==> src/rtl/lzw_pkg.sv <==
// Shared definitions for the LZW encoder: block state encoding, default code
// geometry and the code-width helper used by the packer and dictionary controller.
package lzw_pkg;

    typedef enum logic [1:0] {
        ACTIVE = 2'd0,
        FLUSH  = 2'd1,
        DONE   = 2'd2
    } lzw_state_e;

    localparam int LZW_MIN_BITS   = 9;
    localparam int LZW_MAX_BITS   = 13;
    localparam int LZW_FIRST_CODE = 256;

    // Width needed for the code about to be assigned, clamped to [min_bits, max_bits].
    function automatic logic [4:0] width_for_code(input logic [16:0] next_code,
                                                  input logic [4:0]  min_bits,
                                                  input logic [4:0]  max_bits);
        logic [4:0] need;
        need = 5'd0;
        for (int i = 0; i < 17; i++) begin
            need = next_code[i] ? 5'(i + 1) : need;
        end
        width_for_code = (need < min_bits) ? min_bits :
                         ((need > max_bits) ? max_bits : need);
    endfunction

endpackage

==> src/rtl/lzw_bitbuf.sv <==
// LSB-first bit accumulator: ORs a masked code in above the held bits, or
// pops the low byte out. Holds at most MAX_BITS+7 bits.
module lzw_bitbuf
    import lzw_pkg::*;
#(
    parameter int  MAX_BITS = LZW_MAX_BITS,
    localparam int BW       = MAX_BITS + 7,
    localparam int CW       = $clog2(MAX_BITS + 8)
) (
    input  logic                clk,
    input  logic                rst_n,
    input  logic                clr,
    input  logic                load,
    input  logic [MAX_BITS-1:0] load_code,
    input  logic [4:0]          load_width,
    input  logic                pop8,
    output logic [7:0]          low_byte,
    output logic [CW-1:0]       bit_cnt
);

    localparam logic [CW-1:0] BYTE_BITS = CW'(4'd8);

    logic [BW-1:0] bits_r;
    logic [BW-1:0] mask_s;
    logic [BW-1:0] ins_s;
    logic [CW-1:0] cnt_r;

    // Keep only the active code bits and align them just above the held bits.
    always_comb begin
        mask_s = ~({BW{1'b1}} << load_width);
        ins_s  = (BW'(load_code) & mask_s) << cnt_r;
    end

    // Buffer contents and fill level; a pop below one byte empties the buffer (pad byte).
    always_ff @(posedge clk or negedge rst_n) begin
        if (!rst_n) begin
            bits_r <= '0;
            cnt_r  <= '0;
        end else if (clr) begin
            bits_r <= '0;
            cnt_r  <= '0;
        end else if (load) begin
            bits_r <= bits_r | ins_s;
            cnt_r  <= cnt_r + CW'(load_width);
        end else if (pop8) begin
            bits_r <= bits_r >> 4'd8;
            cnt_r  <= (cnt_r >= BYTE_BITS) ? (cnt_r - BYTE_BITS) : '0;
        end else begin
            bits_r <= bits_r;
            cnt_r  <= cnt_r;
        end
    end

    assign low_byte = bits_r[7:0];
    assign bit_cnt  = cnt_r;

endmodule

==> src/rtl/lzw_code_packer.sv <==
// LZW output stage: packs variable-width dictionary codes LSB-first into bytes
// and writes them to port B of the output RAM, reporting the byte count.
module lzw_code_packer
    import lzw_pkg::*;
#(
    parameter int  MIN_BITS   = LZW_MIN_BITS,
    parameter int  MAX_BITS   = LZW_MAX_BITS,
    parameter int  FIRST_CODE = LZW_FIRST_CODE,
    parameter int  DEPTH      = 4096,
    localparam int AW         = $clog2(DEPTH)
) (
    input  logic                clk,
    input  logic                rst_n,
    input  logic                init,
    input  logic                code_valid,
    input  logic [MAX_BITS-1:0] code,
    output logic                code_ready,
    input  logic                flush,
    output logic                wr_en,
    output logic [AW-1:0]       wr_addr,
    output logic [7:0]          wr_byte,
    output logic [AW:0]         byte_cnt,
    output logic [3:0]          cur_width,
    output logic                done,
    output logic                ovf
);

    localparam int CW = $clog2(MAX_BITS + 8);

    localparam logic [1:0]        ST_ACTIVE  = 2'(ACTIVE);
    localparam logic [1:0]        ST_FLUSH   = 2'(FLUSH);
    localparam logic [1:0]        ST_DONE    = 2'(DONE);
    localparam logic [MAX_BITS:0] ONE_CODE   = (MAX_BITS + 1)'(1'b1);
    localparam logic [MAX_BITS:0] SAT_CODE   = ONE_CODE << MAX_BITS;
    localparam logic [MAX_BITS:0] FIRST_NC   = (MAX_BITS + 1)'(FIRST_CODE);
    localparam logic [AW:0]       FULL_CNT   = (AW + 1)'(DEPTH);
    localparam logic [4:0]        MIN_W      = 5'(MIN_BITS);
    localparam logic [4:0]        MAX_W      = 5'(MAX_BITS);
    localparam logic [CW-1:0]     BYTE_BITS  = CW'(4'd8);

    logic [1:0]        state_r;
    logic [4:0]        width_r;
    logic [MAX_BITS:0] next_code_r;
    logic [AW:0]       byte_cnt_r;
    logic [AW-1:0]     wr_addr_r;
    logic [7:0]        wr_byte_r;
    logic              wr_en_r;
    logic              done_r;
    logic              ovf_r;
    logic              ready_r;

    logic [CW-1:0]     bit_cnt_s;
    logic [CW-1:0]     bit_cnt_nxt_s;
    logic [7:0]        low_byte_s;
    logic [1:0]        state_nxt_s;
    logic [MAX_BITS:0] next_code_inc_s;
    logic              has_byte_s;
    logic              accept_s;
    logic              emit_s;
    logic              pad_s;
    logic              pop_s;
    logic              full_s;
    logic              grow_s;
    logic              ready_nxt_s;

    lzw_bitbuf #(
        .MAX_BITS (MAX_BITS)
    ) u_bitbuf (
        .clk        (clk),
        .rst_n      (rst_n),
        .clr        (init),
        .load       (accept_s),
        .load_code  (code),
        .load_width (width_r),
        .pop8       (pop_s),
        .low_byte   (low_byte_s),
        .bit_cnt    (bit_cnt_s)
    );

    // Handshake, emit/pad decisions, width growth and the next-cycle view of the buffer.
    always_comb begin
        has_byte_s = (bit_cnt_s >= BYTE_BITS);
        accept_s   = code_valid & ready_r;
        emit_s     = has_byte_s & (state_r != ST_DONE);
        pad_s      = (state_r == ST_FLUSH) & ~has_byte_s & (bit_cnt_s != '0);
        pop_s      = emit_s | pad_s;
        full_s     = (byte_cnt_r == FULL_CNT);

        if (next_code_r == SAT_CODE) begin
            next_code_inc_s = next_code_r;
        end else begin
            next_code_inc_s = next_code_r + ONE_CODE;
        end
        grow_s = (next_code_inc_s == (ONE_CODE << width_r)) & (width_r < MAX_W);

        if (accept_s) begin
            bit_cnt_nxt_s = bit_cnt_s + CW'(width_r);
        end else if (pop_s) begin
            bit_cnt_nxt_s = has_byte_s ? (bit_cnt_s - BYTE_BITS) : '0;
        end else begin
            bit_cnt_nxt_s = bit_cnt_s;
        end

        case (state_r)
            ST_ACTIVE: state_nxt_s = flush ? ST_FLUSH : ST_ACTIVE;
            ST_FLUSH:  state_nxt_s = has_byte_s ? ST_FLUSH : ST_DONE;
            ST_DONE:   state_nxt_s = ST_ACTIVE;
            default:   state_nxt_s = ST_ACTIVE;
        endcase

        // code_ready is registered, so it is computed from next-cycle state and fill.
        ready_nxt_s = (state_nxt_s == ST_ACTIVE) & (bit_cnt_nxt_s < BYTE_BITS);
    end

    // Control state, dictionary width tracking, byte counter and the RAM write port.
    always_ff @(posedge clk or negedge rst_n) begin
        if (!rst_n) begin
            state_r     <= ST_ACTIVE;
            width_r     <= MIN_W;
            next_code_r <= FIRST_NC;
            byte_cnt_r  <= '0;
            wr_addr_r   <= '0;
            wr_byte_r   <= 8'd0;
            wr_en_r     <= 1'b0;
            done_r      <= 1'b0;
            ovf_r       <= 1'b0;
            ready_r     <= 1'b0;
        end else if (init) begin
            state_r     <= ST_ACTIVE;
            width_r     <= MIN_W;
            next_code_r <= FIRST_NC;
            byte_cnt_r  <= '0;
            wr_addr_r   <= '0;
            wr_byte_r   <= 8'd0;
            wr_en_r     <= 1'b0;
            done_r      <= 1'b0;
            ovf_r       <= 1'b0;
            ready_r     <= 1'b0;
        end else begin
            state_r <= state_nxt_s;
            ready_r <= ready_nxt_s;
            done_r  <= (state_nxt_s == ST_DONE);
            wr_en_r <= pop_s & ~full_s;
            if (pop_s & ~full_s) begin
                wr_addr_r  <= byte_cnt_r[AW-1:0];
                wr_byte_r  <= low_byte_s;
                byte_cnt_r <= byte_cnt_r + (AW + 1)'(1'b1);
            end else begin
                wr_addr_r  <= wr_addr_r;
                wr_byte_r  <= wr_byte_r;
                byte_cnt_r <= byte_cnt_r;
            end
            // A full RAM still consumes buffer bits; the dropped byte is flagged.
            ovf_r <= ovf_r | (pop_s & full_s);
            if (accept_s) begin
                next_code_r <= next_code_inc_s;
                width_r     <= grow_s ? (width_r + 5'd1) : width_r;
            end else begin
                next_code_r <= next_code_r;
                width_r     <= width_r;
            end
        end
    end

    assign code_ready = ready_r;
    assign wr_en      = wr_en_r;
    assign wr_addr    = wr_addr_r;
    assign wr_byte    = wr_byte_r;
    assign byte_cnt   = byte_cnt_r;
    assign cur_width  = width_r[3:0];
    assign done       = done_r;
    assign ovf        = ovf_r;

endmodule
==> config.mk <==
export PLATFORM = sky130hd
export DESIGN_NAME = lzw_code_packer
export DESIGN_NICKNAME = d
export VERILOG_FILES = /design/src/rtl/lzw_pkg.sv /design/src/rtl/lzw_bitbuf.sv /design/src/rtl/lzw_code_packer.sv
export SDC_FILE = /design/constraint.sdc
export NUM_CORES = 1
export LEC_CHECK = 0
export ABC_AREA = 1
export ABC_CLOCK_PERIOD_IN_PS = 4800
export BUFFER_PORTS_ARGS = -buffer_cell sky130_fd_sc_hd__clkbuf_2
export CORE_MARGIN = 1
export CORE_UTILIZATION = 45
export CTS_CLUSTER_SIZE = 8
export DETAILED_ROUTE_END_ITERATION = 7
export MAX_ROUTING_LAYER = met4
export PLACE_DENSITY_LB_ADDON = 0.08
export SLEW_MARGIN = 10
export SYNTH_ARGS = -nofsm -noshare
export SYNTH_HDL_FRONTEND = slang
export SYNTH_SLANG_ARGS = --single-unit
==> constraint.sdc <==
create_clock -name clk -period 4.8 [get_ports clk]
set_clock_uncertainty 0.15 [all_clocks]
set_input_delay 0.96 -clock clk [delete_from_list [all_inputs] [get_ports clk]]
set_output_delay 0.96 -clock clk [all_outputs]
set_load 0.005 [all_outputs]
==> flow_summary.json, run 1 <==
{
  "multi_input_area_um2": 3150,
  "finish.utilization": 0.524,
  "diodes": 0,
  "syn_area_um2": 5740,
  "avgSynthCellArea_um2": 6.93,
  "first_pass_iters": 5,
  "post-synth-top-count-cell": "nand2_1",
  "overflow": 0,
  "coreArea_um2": 12200,
  "r2r_cells": 9,
  "rows": 40,
  "fmax_mhz": 345,
  "placed_cell_area_um2": 6090,
  "period_minus_slack_ns": 2.90,
  "grt_pass1_vias": 5389,
  "initial_utilization": 0.470,
  "ir_drop_uv": 242,
  "hold_viol": 0,
  "ys_top_cells_by_area": "dfrtp_1 (35%), nand2_1 (17%), nand3_1 (8.7%)",
  "intPower_uw": 1350,
  "drv_cap": 0,
  "area_growth_pct": 11.5,
  "dieArea_um2": 13200,
  "grt_pass1_wl_um": 26400,
  "tns_ns": 0,
  "vias_per_cell": 5.38,
  "synth_top_area_cell": "dfrtp_1",
  "yosysWarnings": 0,
  "crit_path_top_delay_cell": "dfrtp_1",
  "syn_inst": 828,
  "htree_levels": 3,
  "nets": 905,
  "ant_nets": 0,
  "gp_congestion": 0.899,
  "power_switching_uw": 808,
  "drt_iter0_drc": 422,
  "crit_path_max_fanout": 30,
  "grt_use_total": 0.266,
  "max_stage_delay_ns": 0.62,
  "post-cts-setup-buffer-count": 0,
  "ys_seq_area_frac": 0.363,
  "post-route-drc-count": 0,
  "syn_nets": 863,
  "critPathRequiredTime_ns": 4.90,
  "seqPwrFrac": 0.379,
  "synth-main-ff-cell": "dfrtp_1",
  "p_leak_uw": 0.00314,
  "p_per_area_nw_per_um2": 338,
  "dp_hpwl_um": 11900,
  "setup_viol": 0,
  "die_h_um": 115,
  "clockPowerShare": 0.328,
  "min_path_cells": 2,
  "reg2reg_from": "u_bitbuf.bit_cnt[3]",
  "routedWlPerCell_um": 15.2,
  "crit_chain": "clkinv_1 > ha_1 > inv_1 > o22ai_1 > nand2_4 > nand2_2 > nor3_1 > a21oi_1 > nor3_1",
  "final_cell_area_um2": 6390,
  "combPwrFrac": 0.293,
  "clk_pin_slew_worst_paths_ns": 0.06,
  "seq_area_um2": 2080,
  "cts.path.max_buffers": 2,
  "synth_seq_cells": 83,
  "rsz0062_at_grt": "false",
  "cts_tree": "done",
  "worst_slack_ns": 1.90,
  "drt_wl_total_um": 15800,
  "status": "finished clean",
  "synth_commonest_cells": "nand2_1 (253), nand3_1 (100), dfrtp_1 (80)",
  "slew_violations": 0,
  "end_kind": "flip-flop",
  "fill_cells": 1266,
  "cts.hold.buffers_added": 0,
  "hold_class": "flip-flop to flip-flop",
  "port_buffers": 58,
  "cts_resized": 0,
  "synth_edf_count": 0,
  "grt_max_degree": 64,
  "async_reset_ff_frac": 1.00,
  "antenna_found_initial": 0,
  "rrSetupSlack_ns": 1.90,
  "die_width_um": 115,
  "cts_inserted_buffers": 9,
  "io_pins": 59,
  "worst-setup-path-type": "flip-flop to flip-flop",
  "root_buffer": "clkbuf_16",
  "hold_start": "u_bitbuf.bits_r[6]",
  "max_slew_margin": 0.449,
  "dpl_worst_slack_ns": 1.58,
  "crit_path_start_kind": "flip-flop",
  "r2r_end": "byte_cnt[7]",
  "arrival_ns": 3.00,
  "swShare": 0.374,
  "cp_common_cell": "nor3_1",
  "holdPathEnd": "wr_byte[6]",
  "fin_crit_sh": 0.604,
  "worstMarginPinSlew_ns": 0.827,
  "ys_types": 44,
  "netlist.area_leader.share": 0.349,
  "dr_total_vias": 5609,
  "clkSinkCount": 83,
  "drive_gt1_frac": 0.134,
  "worstSkewPairLatency_ns": 0.34
}
[per-stage QoR]
step	instances	hold WS, ns	total power [uW]
final	1042	0.332	2160
after global routing	1042	0.358	2310
after CTS	1042	0.334	2180
after detailed placement	1027	0.318	1460
after global placement	1027	0.323	1460
after floorplan	828	0.292	1320
[logic make-up after synthesis]
group | after synthesis | share of synthesized area
buf+inv | 119 | 0.0877
simple gates | 486 | 0.380
compound gates | 109 | 0.109
flops | 83 | 0.363
xor+xnor | 12 | 0.0183
fa+ha+maj | 17 | 0.0384
mux | 2 | 0.00349
[critical path, delay by kind of cell (launching register included)]
kind | cells | cell delay, ns
AO/OA/AOI/OAI | 2 | 0.22
adder cells (fa/ha/maj) | 1 | 0.32
flip-flops | 1 | 0.62
buffers and inverters | 2 | 0.47
AND/OR/NAND/NOR | 4 | 1.01
[cell type report]
cell class                      count  area share
Clock buffer                       10      0.0374
Timing Repair Buffer               61      0.0493
Tap cell                          168      0.0329
Clock inverter                      5     0.00959
Inverter                           89      0.0523
Multi-Input combinational cell    626       0.493
Sequential cell                    83       0.325
[flip-flops by register name, summed over array words and instances (netlist names), 2 cells and up]
name	count
u_bitbuf.bits_r	20
byte_cnt	13
state_r	2
wr_byte	8
next_code_r	14
width_r	5
u_bitbuf.bit_cnt	5
wr_addr	12
[cells in the final DEF, fill, tap and decap left out, drive strengths merged, types with 6 or more instances in the layout]
| cell | count |
|---|---|
| nand2 | 260 |
| o211ai | 8 |
| dfrtp | 80 |
| nand3b | 6 |
| a21boi | 6 |
| nor2 | 76 |
| o21ai | 57 |
| xor2 | 10 |
| nand4 | 15 |
| inv | 89 |
| ha | 16 |
| clkbuf | 67 |
| o22ai | 16 |
| nand3 | 104 |
| nor3 | 17 |
| a21oi | 16 |
[worst max-delay path by stage]
stage / start / end / slack (ns) / cells past startpoint
floorplan: code_valid / u_bitbuf.bits_r[4] / 2.43 / 9
global placement: code_valid / u_bitbuf.bits_r[3] / 1.72 / 11
detailed placement: code_valid / u_bitbuf.bits_r[3] / 1.58 / 11
CTS: u_bitbuf.bit_cnt[2] / byte_cnt[7] / 1.91 / 8
global route: u_bitbuf.bit_cnt[2] / byte_cnt[7] / 1.50 / 8
finish: u_bitbuf.bit_cnt[3] / byte_cnt[7] / 1.90 / 9
[power by group through the flow]
stage | sequential, uW | clock [uW] | combinational, uW
finish | 819 | 709 | 635
global route | 828 | 756 | 725
CTS | 818 | 725 | 636
detailed placement | 830 | 0 | 633
global placement | 831 | 0 | 625
floorplan | 804 | 0 | 520
[layer usage]
metal / global-route usage / vias to the layer above / part of all wire
met4: 0.0909 / 0 / 0.024
li1: - / 2804 / -
met1: 0.337 / 2622 / 0.45
met2: 0.429 / 148 / 0.48
met3: 0.0448 / 35 / 0.047
met5: - / - / 0
Power figures use the tool's default switching activity.
==> run 2, diff against run 1 <==
Settings changed: ABC_AREA 1 to 0, ABC_CLOCK_PERIOD_IN_PS 4800 to 2500.
Clock period 4.8 ns to 2.5 ns, I/O delays scaled along.
==> run 2 against run 1 <==
  * The flow now finishes with violations (hold timing, setup timing)
  * Wire length rose by 1.8%
  * Die area is 1.9% lower
  * Synthesized cell count fell by 21%
  * Synthesized area down 1.9%
  * Sequential power up 95%
  * Largest cell class unchanged
==> flow_summary.json, run 2 <==
{
  "async_reset_ff_frac": 1.00,
  "vias_per_cell": 5.68,
  "synth_edf_count": 0,
  "root_buffer": "clkbuf_16",
  "seqPwrFrac": 0.328,
  "nets": 806,
  "worst_slack_ns": -0.0829,
  "synth-main-ff-cell": "dfrtp_1",
  "gp_congestion": 0.886,
  "port_buffers": 58,
  "grt_pass1_vias": 5191,
  "drv_cap": 0,
  "drt_iter0_drc": 412,
  "max_slew_margin": 0.583,
  "worstSkewPairLatency_ns": 0.34,
  "drt_wl_total_um": 16100,
  "arrival_ns": 2.65,
  "crit_chain": "ha_4 > ha_4 > nor3b_4 > xnor2_2 > o221ai_2 > a211oi_2 > and4_4 > and4_4 > a211oi_2",
  "routedWlPerCell_um": 17.0,
  "max_stage_delay_ns": 0.62,
  "worst-setup-path-type": "flip-flop to flip-flop",
  "fill_cells": 1083,
  "fmax_mhz": 387,
  "ys_types": 82,
  "end_kind": "flip-flop",
  "power_switching_uw": 1840,
  "dr_total_vias": 5360,
  "combPwrFrac": 0.407,
  "final_common_cell": "nand2_1",
  "io_pins": 59,
  "ys_seq_area_frac": 0.370,
  "clkSinkCount": 83,
  "dieArea_um2": 13000,
  "clk_pin_slew_worst_paths_ns": 0.06,
  "synth_commonest_cells": "nand2_1 (92), dfrtp_1 (80), nor2_1 (61)",
  "critPathRequiredTime_ns": 2.57,
  "hold_viol": 11,
  "p_per_area_nw_per_um2": 665,
  "ys_top_cells_by_area": "dfrtp_1 (36%), nand2_1 (6.1%), a21oi_1 (4.5%)",
  "antenna_found_initial": 0,
  "syn_area_um2": 5630,
  "intPower_uw": 3060,
  "area_growth_pct": 30.8,
  "synth_seq_cells": 83,
  "cts_tree": "done",
  "p_total_uw": 4900,
  "post-synth-top-count-cell": "nand2_1",
  "dp_hpwl_um": 11600,
  "syn_inst": 655,
  "hold_class": "primary input to async pin",
  "drive_gt1_frac": 0.326,
  "synth_top_area_cell": "dfrtp_1",
  "post-route-drc-count": 0,
  "netlist.area_leader.share": 0.356,
  "first_pass_iters": 5,
  "crit_path_start_kind": "flip-flop",
  "ant_nets": 0,
  "grt_use_total": 0.269,
  "overflow": 0,
  "die_width_um": 114,
  "period_minus_slack_ns": 2.58,
  "cts.path.max_buffers": 2,
  "status": "complete, but fails checks",
  "rows": 40,
  "setup_viol": 6,
  "syn_nets": 690,
  "p_leak_uw": 0.00322,
  "fin_hold_ws_ns": -0.0110,
  "grt_max_degree": 59,
  "finish.utilization": 0.608,
  "crit_path_max_fanout": 6,
  "cts_inserted_buffers": 9,
  "initial_utilization": 0.465,
  "violations": "hold timing, setup timing",
  "coreArea_um2": 12100,
  "largest_register_ffs": 20,
  "swShare": 0.376,
  "grt_pass1_wl_um": 26500,
  "crit_path_top_delay_cell": "dfstp_2",
  "fin_crit_sh": 1.03,
  "ir_drop_uv": 443,
  "die_h_um": 114,
  "yosysWarnings": 0,
  "worstMarginPinSlew_ns": 0.623,
  "final_cell_mix": "nand2_1 (91), buf_4 (87), dfrtp_1 (78)",
  "cts.hold.buffers_added": 0,
  "clockPowerShare": 0.265,
  "regMostFlops": "u_bitbuf.bits_r",
  "slew_violations": 0,
  "rsz0062_at_grt": "true",
  "htree_levels": 3,
  "avgSynthCellArea_um2": 8.59,
  "diodes": 0
}
## run 2: layer usage
metal | track usage | wire (um) | vias up
met5 | - | 0 | -
met2 | 0.414 | 7420 | 179
met4 | 0.0909 | 248 | 0
met3 | 0.0372 | 767 | 17
li1 | - | - | 2605
met1 | 0.365 | 7630 | 2559
## run 2: what timing repair did
item | in CTS | in global routing
setup endpoints to repair | 11 | 31
resized for setup | 29 | 58
setup buffers | 6 | 11
pin swaps | 14 | 37
## run 2: logic make-up (layout without fill, tap and decap cells)
family	count (synthesis)	count (layout)	synth area share
and+or+nand+nor	266	266	0.235
buffers and inverters	65	186	0.0514
DFF	83	83	0.370
AOI/OAI and AO/OA	161	161	0.194
xor gates and xnor gates	42	42	0.0703
muxes	21	21	0.0407
adders and majority gates	17	17	0.0391
## run 2: path summary, 6_finish.rpt
| check | startpoint | endpoint | slack (ns) | depth (start not counted) |
|---|---|---|---|---|
| max in group asynchronous | rst_n | wr_byte[4] | 1.69 | 2 |
| max | width_r[0] | width_r[2] | -0.08 | 9 |
| max reg2reg | width_r[0] | width_r[2] | -0.08 | 9 |
| min reg2reg | wr_addr[6] | wr_addr[6] | 0.37 | 2 |
| min in group clk | flush | state_r[0] | 0.36 | 3 |
| min | rst_n | byte_cnt[12] | -0.01 | 1 |
## run 2: stage by stage
stage          setup TNS (ns)  hold WS [ns]  area, um^2  std cells  setup slack, ns
2_1_floorplan               0        0.0544        5650        655           0.0103
3_3_place_gp           -0.422         0.339        6550        912           -0.107
3_5_place_dp            -1.01         0.356        6550        912           -0.209
4_1_cts               -0.0986       0.00299        7010        933          -0.0242
5_1_grt                 -1.13        0.0244        7360        944           -0.158
6_report               -0.251       -0.0110        7360        944          -0.0829
## run 2: layout make-up
| cell class | instances | area (um^2) | area share |
|---|---|---|---|
| clock buffers | 12 | 236 | 0.0321 |
| well taps | 168 | 210 | 0.0285 |
| repair buffers | 150 | 1040 | 0.141 |
| multi-input cells | 507 | 3660 | 0.497 |
| inverters | 20 | 77.6 | 0.0105 |
| clock inverters | 4 | 51.3 | 0.00697 |
| flip-flops and latches | 83 | 2090 | 0.283 |
## run 2: worst max-delay path: cells and delay by family (launching register included)
kind / cells / cell delay (ns)
AO/OA/AOI/OAI: 3 / 0.43
XOR/XNOR: 1 / 0.17
adder cells (fa/ha/maj): 2 / 0.32
flip-flops: 1 / 0.62
AND/OR/NAND/NOR: 3 / 0.77
## run 2: power by group through the flow
| stage | Sequential [uW] | Clock (uW) | Combinational, uW |
|---|---|---|---|
| 2_1_floorplan | 1610 | 0 | 1170 |
| 3_3_place_gp | 1620 | 0 | 1860 |
| 3_5_place_dp | 1630 | 0 | 1880 |
| 4_1_cts | 1600 | 1340 | 1910 |
| 5_1_grt | 1620 | 1390 | 2220 |
| 6_report | 1600 | 1300 | 1990 |
